--- src/rtl/commit_trace_if.sv ---
// Trace record stream from commit_trace_buffer to a debug/testbench sink.
// master = record producer (the buffer), slave = sink.
interface commit_trace_if #(
  parameter int ENTRY_W = 81
) ();
  logic               trace_valid;
  logic               trace_ready;
  logic [ENTRY_W-1:0] trace_data;

  modport master (output trace_valid, output trace_data, input trace_ready);
  modport slave  (input trace_valid, input trace_data, output trace_ready);
endinterface

--- src/rtl/commit_trace_buffer.sv ---
// Packs core retirement events into trace records, queues them in a FIFO and drains over a stream.
// Optional macro TRACE_TIMESTAMP_EN prepends a 16-bit free-running cycle stamp to each record.
module commit_trace_buffer #(
  parameter int DATA_WIDTH = 32,
  parameter int DEPTH      = 16,
  parameter int CNT_WIDTH  = 16
) (
  input  logic                  clk,
  input  logic                  rst,
  input  logic                  trace_en,
  input  logic                  RegWriteSignal,
  input  logic [4:0]            RegNum,
  input  logic [31:0]           RegData,
  input  logic                  WriteEnable,
  input  logic                  ReadEnable,
  input  logic [8:0]            Address,
  input  logic [DATA_WIDTH-1:0] WriteData,
  input  logic [DATA_WIDTH-1:0] ReadData,
  commit_trace_if.master        trace,
  output logic [CNT_WIDTH-1:0]  drop_count,
  output logic                  overflow,
  input  logic                  overflow_clr
);
`ifdef TRACE_TIMESTAMP_EN
  localparam int TS_W = 16;
`else
  localparam int TS_W = 0;
`endif
  localparam int BODY_W  = 49 + DATA_WIDTH;
  localparam int ENTRY_W = BODY_W + TS_W;
  localparam int AW      = $clog2(DEPTH);
  localparam logic [AW:0] FULL = (AW+1)'(DEPTH);

  logic                  rw, mw, mr;
  logic                  push_req, push_ok, pop, drop;
  logic [DATA_WIDTH-1:0] mdata;
  logic [BODY_W-1:0]     rec_body;
  logic [ENTRY_W-1:0]    rec;
  logic [ENTRY_W-1:0]    mem [DEPTH];
  logic [AW-1:0]         wr_ptr, rd_ptr;
  logic [AW:0]           count;

  // x0 writes are architecturally invisible, so they do not count as events
  assign rw       = RegWriteSignal & (RegNum != 5'd0);
  assign mw       = WriteEnable;
  assign mr       = ReadEnable;
  assign push_req = trace_en & (rw | mw | mr);

  always_comb begin
    mdata = '0;
    if (mw)      mdata = WriteData;
    else if (mr) mdata = ReadData;
  end

  assign rec_body = {rw, mw, mr,
                     rw ? RegNum : 5'd0,
                     (mw | mr) ? Address : 9'd0,
                     rw ? RegData : 32'd0,
                     mdata};

`ifdef TRACE_TIMESTAMP_EN
  logic [15:0] ts;
  always_ff @(posedge clk) begin
    if (rst) ts <= 16'd0;
    else     ts <= ts + 16'd1;
  end
  assign rec = {ts, rec_body};
`else
  assign rec = rec_body;
`endif

  assign trace.trace_valid = (count != '0);
  assign trace.trace_data  = mem[rd_ptr];
  assign pop               = trace.trace_valid & trace.trace_ready;
  // A full FIFO still accepts when the head leaves in the same cycle
  assign push_ok           = push_req & ((count != FULL) | pop);
  assign drop              = push_req & ~push_ok;

  always_ff @(posedge clk) begin
    if (!rst && push_ok) mem[wr_ptr] <= rec;
  end

  always_ff @(posedge clk) begin
    if (rst) begin
      wr_ptr <= '0;
      rd_ptr <= '0;
      count  <= '0;
    end else begin
      if (push_ok) wr_ptr <= wr_ptr + AW'(1);
      if (pop)     rd_ptr <= rd_ptr + AW'(1);
      if (push_ok && !pop)      count <= count + (AW+1)'(1);
      else if (pop && !push_ok) count <= count - (AW+1)'(1);
    end
  end

  // A drop in the clearing cycle wins over the clear
  always_ff @(posedge clk) begin
    if (rst) begin
      drop_count <= '0;
      overflow   <= 1'b0;
    end else if (drop) begin
      overflow <= 1'b1;
      if (overflow_clr)     drop_count <= CNT_WIDTH'(1);
      else if (!(&drop_count)) drop_count <= drop_count + CNT_WIDTH'(1);
    end else if (overflow_clr) begin
      drop_count <= '0;
      overflow   <= 1'b0;
    end
  end
endmodule

--- src/flat_wrapper.sv ---
// flat-port wrapper written by rule: the top's interface ports become plain ports
module commit_trace_buffer_flat 
#(
  parameter int DATA_WIDTH = 32,
  parameter int DEPTH      = 16,
  parameter int CNT_WIDTH  = 16
)
  (clk, rst, trace_en, RegWriteSignal, RegNum, RegData, WriteEnable, ReadEnable, Address, WriteData, ReadData, drop_count, overflow, overflow_clr, trace_trace_valid, trace_trace_data, trace_trace_ready);
  commit_trace_if #(.ENTRY_W((49 + (32) + (0)))) trace_i ();
  input  logic clk;
  input  logic rst;
  input  logic trace_en;
  input  logic RegWriteSignal;
  input  logic [4:0] RegNum;
  input  logic [31:0] RegData;
  input  logic WriteEnable;
  input  logic ReadEnable;
  input  logic [8:0] Address;
  input  logic [DATA_WIDTH-1:0] WriteData;
  input  logic [DATA_WIDTH-1:0] ReadData;
  output logic [CNT_WIDTH-1:0] drop_count;
  output logic overflow;
  input  logic overflow_clr;
  output wire logic [$bits(trace_i.trace_valid)-1:0] trace_trace_valid;
  output wire logic [$bits(trace_i.trace_data)-1:0] trace_trace_data;
  input wire logic [$bits(trace_i.trace_ready)-1:0] trace_trace_ready;
  assign trace_trace_valid = trace_i.trace_valid;
  assign trace_trace_data = trace_i.trace_data;
  assign trace_i.trace_ready = trace_trace_ready;
  commit_trace_buffer #(.DATA_WIDTH(DATA_WIDTH), .DEPTH(DEPTH), .CNT_WIDTH(CNT_WIDTH)) u_core (.clk(clk), .rst(rst), .trace_en(trace_en), .RegWriteSignal(RegWriteSignal), .RegNum(RegNum), .RegData(RegData), .WriteEnable(WriteEnable), .ReadEnable(ReadEnable), .Address(Address), .WriteData(WriteData), .ReadData(ReadData), .trace(trace_i), .drop_count(drop_count), .overflow(overflow), .overflow_clr(overflow_clr));
endmodule
--- config.mk ---
export PLATFORM = sky130hd
export DESIGN_NAME = commit_trace_buffer_flat
export DESIGN_NICKNAME = d
export VERILOG_FILES = /design/src/rtl/commit_trace_if.sv /design/src/rtl/commit_trace_buffer.sv /design/src/flat_wrapper.sv
export SDC_FILE = /design/constraint.sdc
export NUM_CORES = 1
export LEC_CHECK = 0
export BUFFER_PORTS_ARGS = -buffer_cell sky130_fd_sc_hd__buf_2
export CAP_MARGIN = 10
export CORE_ASPECT_RATIO = 1.75
export CORE_MARGIN = 3
export CORE_UTILIZATION = 56
export CTS_CLUSTER_DIAMETER = 30
export CTS_CLUSTER_SIZE = 25
export DETAILED_ROUTE_END_ITERATION = 7
export GPL_ROUTABILITY_DRIVEN = 0
export PLACE_DENSITY_LB_ADDON = 0.3
export SYNTH_ARGS = -nofsm -noshare
export SYNTH_HDL_FRONTEND = slang
export SYNTH_SLANG_ARGS = --single-unit
--- constraint.sdc ---
create_clock -name clk -period 22.9 [get_ports clk]
set_clock_uncertainty 0.1 [all_clocks]
set_input_delay 1.145 -clock clk [delete_from_list [all_inputs] [get_ports clk]]
set_output_delay 1.145 -clock clk [all_outputs]
set_load 0.01 [all_outputs]
# Word level (Yosys, flattened, before mapping)
# Memories as Yosys holds them, arrays and structs flattened. A register that Yosys moved wholly into a read port is not among the register bits.
# Cells that the tools add are included.
# classes
n_addsub	5
mul	0
div	0
order_cmp	0
eq_ne	2
n_shift	0
mux	17
bitwise	10
reduce_logical	12
# ops
op	count
$mux 32	3
$mux 16	4
$add 16x1->16 const B	1
$reduce_and 16->1	1
$mux 5	3
$reduce_bool 5->1	2
$mux 9	1
$add 4x1->4 const B	2
$mux 4	2
$add 5x1->5 const B	1
$and 1x1->1	5
$ne 5x5->1 const B	1
$sub 5x1->5 const B	1
$mux 1	4
$or 1x1->1	4
$reduce_bool 2->1	2
$logic_and 1x1->1	3
$logic_not 1->1	3
$ne 2x2->1 const B	1
$reduce_and 2->1	1
$not 1->1	1
# word_totals
regBits	30
latchBits	0
ram_bits	1296
rom_bits	0
inputBits	118
out_inout_bits	99
elab_cells	52
memories	1
# memory_table
memory	depth	width	rd	rd_clocked_by_memory_dff	write_ports	line_no	rtl
u_core.mem	16	81	1	1	1	commit_trace_buffer.sv:39	logic [ENTRY_W-1:0] mem [DEPTH];

# Depth between registers and ports, before layout
# depth
ltp_word	10
ltp_mapped	15
mapped_depth_nobuf	12

# Worst setup path after synthesis
# OpenSTA, ideal clock, no wires.
# synth_timing
kind	input port to flip-flop
start	in WriteEnable
end	mem u_core.mem[0][0] (enable)
setup_ns	0.719
arrival_ns	9.790
t_required_ns	22.081
slack_ns	12.290
stages	7
path_buffers	3
cell_sequence	buf_2 -> nor2_1 -> buf_1 -> a31oi_4 -> nand2_1 -> buf_2 -> nor4_1
# synth_via
elab_chain_cells	7
# synth_rtl
item	line_no	rtl
from (decl)	flat_wrapper.sv:16	input logic WriteEnable;
$or 1x1->1 (2 in series)	commit_trace_buffer.sv:47	assign push_req = trace_en & (rw | mw | mr);
$and 1x1->1	commit_trace_buffer.sv:47	
$and 1x1->1	commit_trace_buffer.sv:76	assign push_ok = push_req & ((count != FULL) | pop);
$logic_and 1x1->1	commit_trace_buffer.sv:80	if (!rst && push_ok) mem[wr_ptr] <= rec;
$mux 1	commit_trace_buffer.sv:80	
$mux 1 (implied by the code)	commit_trace_buffer.sv:80	
to (decl)	commit_trace_buffer.sv:39	
# Every way passes these cells.

==> impl_metrics.py <==
metrics = {
    "clock_network": {
        "cts.sinks": 1330,
        "post_cts_buffers": 0,
        "cts_tree": "yes",
        "cts_hold_buffers": 0,
        "cts_root_buf": "clkbuf_16",
        "cts_buffers": 146,
        "clk_pin_slew_ns": 0.06,
        "insertion_delay_ns": 0.74,
        "clk_path_buf_depth": 3,
        "cts.repair.resized": 0,
        "htree_levels": 4,
    },
    "cells_and_area": {
        "nFillCells": 5605,
        "final_layout_size_suffix_gt1_share_pct": 37.3,
        "finalNetCount": 2537,
        "areaGrowthSynthToFinish_pct": 14.9,
        "final_core_util_pct": 65.1,
    },
    "global_route": {
        "grt_usage_pct": 25.1,
        "grt_pass1_wl_mm": 171,
        "overflow": 0,
        "grt_antenna_before_repair": 5,
        "grt_start_max_net_pins": 153,
        "grt_pass1_vias": 25800,
    },
    "drt": {
        "dr.pass1.iters": 5,
        "via_count": 23800,
        "drtIter0Drc": 2497,
        "wirelength_mm": 114,
        "wl_per_cell_um": 30.9,
        "via_per_inst": 6.43,
        "drc": 0,
        "final_antenna_net_count": 0,
    },
    "setup_path": {
        "slowest_stage": "dfxtp_4",
        "slowest_delay_ns": 0.90,
        "cp.required_ns": 21.66,
        "worstPathCellList": "buf_4, buf_4, mux4_2, mux4_2, buf_2",
        "r2r_cells": 5,
        "r2r_slack_ns": 18.84,
        "start_kind": "register",
        "end_kind": "primary output",
        "timing.rr.start": "u_core.count[0]",
        "r2r-end": "u_core.mem[12][21]",
        "arrival_ns": 4.56,
        "cp_max_fo": 62,
        "crit_type": "register to primary output",
    },
    "place": {
        "hpwlAfterDp_mm": 58.8,
        "io_buffers": 216,
        "pre_cts_ws_ns": 17.04,
    },
    "logic_synthesis": {
        "synth_cell_type_count": 51,
        "netlist_instances": 2109,
        "synth_seq_cells": 1330,
        "synth_area_um2": 50900,
        "yosys_warnings": 0,
        "synth_edf_count": 1296,
        "async_reset_ff_share_pct": 0,
        "yosysSeqAreaShare_pct": 77.8,
        "syn_avg_cell_area_um2": 24.1,
        "synth_nets": 2238,
        "synth_ff_type": "edfxtp_1",
    },
    "die": {
        "num_rows": 145,
        "start_util_pct": 56.7,
        "die_w_um": 234,
        "io_pins": 217,
        "die_y_um": 405,
        "coreArea_um2": 89800,
        "dieArea_um2": 94700,
    },
    "timing": {
        "relSlewSlack_pct": 21.5,
        "tightest_slew_ns": 1.18,
        "max_freq_ghz": 0.172,
        "hold_viol": 0,
        "slew_violations": 0,
        "finalCritPeriodShare_pct": 25.4,
        "rsz0062_at_grt": "no",
        "final.setup.tns_ns": 0,
        "setup_viol": 0,
        "worst_slack_ns": 17.09,
        "period_needed_ns": 5.81,
    },
    "run": {
        "cap_viol_max_count": 0,
    },
    "pwr": {
        "leakage_nw": 18.4,
        "vdd_ir_drop_max_mv": 0.130,
        "power_mw": 6.24,
        "p_per_area_nw_per_um2": 107,
    },
    "status": {
        "status": "complete, no violations",
    },
    "hold_path": {
        "min_to": "u_core.overflow",
        "min_path_type": "register to register",
        "min_from": "u_core.overflow",
        "hold_depth": 2,
    },
}
## routing by layer
| layer | track usage, % | vias to the layer above | wire length (um) |
|---|---|---|---|
| met1 | 32.6 | 12700 | 41000 |
| met3 | 4.76 | 207 | 8500 |
| met4 | 7.94 | 0 | 3340 |
| met2 | 43.2 | 1178 | 61500 |
| met5 | 0 | - | 0 |
| li1 | - | 9732 | - |
## power by group
group	switching, mW	internal [mW]
clock	0.993	1.39
combinational	0.521	0.578
sequential	0.0449	2.71
total	1.56	4.68
## layout make-up
type / count / area, um2 / share of cell area (%)
flip-flops and latches: 1330 / 39600 / 67.7
multi-input cells: 657 / 10900 / 18.7
clock buffers: 153 / 3720 / 6.36
well taps: 1176 / 1470 / 2.52
repair buffers: 262 / 1450 / 2.48
clock inverters: 113 / 1260 / 2.16
inverters: 11 / 41.3 / 0.0706
diodes: 4 / 10.0 / 0.0171
## worst max path at each step
stage / end / start / slack, ns / cells after the start
after floorplan: u_core.mem[0][0] / WriteEnable / 12.29 / 7
after global placement: u_core.mem[6][48] / WriteEnable / 17.25 / 7
after detailed placement: u_core.mem[6][41] / WriteEnable / 17.04 / 7
after CTS: trace_trace_data[34] / register / 16.90 / 5
after global routing: trace_trace_data[34] / register / 16.69 / 5
final: trace_trace_data[63] / register / 17.09 / 5
## sequential cells by signal (all words and copies together), names as in the netlist, named ones only
| register | flops |
|---|---|
| u_core.count | 5 |
| u_core.drop_count | 16 |
| u_core.mem | 1296 |
| u_core.overflow | 1 |
| u_core.rd_ptr | 4 |
| u_core.wr_ptr | 4 |
## cells in the final DEF, fill, tap and decap left out, types with 21 or more instances in the layout
master / Yosys / layout
buf_4: 0 / 44
and2_1: 38 / 38
mux4_2: 405 / 405
nor2_1: 34 / 27
clkbuf_16: 0 / 148
clkinv_4: 0 / 21
dfxtp_1: 34 / 30
buf_2: 36 / 216
inv_6: 0 / 28
a22o_1: 32 / 32
edfxtp_1: 1296 / 1296
## cells in the mapped netlist, drive strengths merged, types with 2 or more instances
cell type  count  area (um2)
edfxtp      1296       38900
mux4         405        9120
clkbuf        69         259
buf           42         203
and2          38         238
dfxtp         34         681
nor2          34         128
a22o          32         280
a21oi         17        85.1
nand2         16        60.1
nor3          15        75.1
nor2b         12        75.1
inv           11        41.3
ha            10         125
nand3         10        55.1
a211oi         7        57.6
nor4           5        31.3
and3           4        25.0
o31ai          4        30.0
xor2           4        35.0
a311oi         3        26.3
a31oi          3        33.8
a41oi          3        26.3
nand2b         3        18.8
nand4          3        18.8
or4            3        26.3
xnor2          3        26.3
a21o           2        16.3
and4           2        17.5
mux2           2        22.5
mux2i          2        20.0
nand3b         2        15.0
o21ai          2        10.0
or2            2        12.5
## through the flow
step                      hold WS (ns)  std cells  instance area, um2
after floorplan                  0.359       2109               50900
after global placement           0.364       3436               53500
after detailed placement         0.369       3436               53500
after CTS                        0.380       3702               58500
after global routing             0.396       3702               58500
final                            0.376       3706               58500
## logic make-up after synthesis
kind of cell	Yosys count	share of synthesized area [%]
compound gates	78	1.19
xor+xnor	7	0.120
fa+ha+maj	11	0.285
buf+inv	122	0.988
flops	1330	77.8
mux	409	18.0
simple gates	152	1.63
## worst max-delay path: cells and delay by family, from the launching register on
kind	cells	cell delay [ns]
multiplexers	2	0.98
flip-flops	1	0.90
buffers and inverters	3	1.82
(Power assumes the default switching activity.)
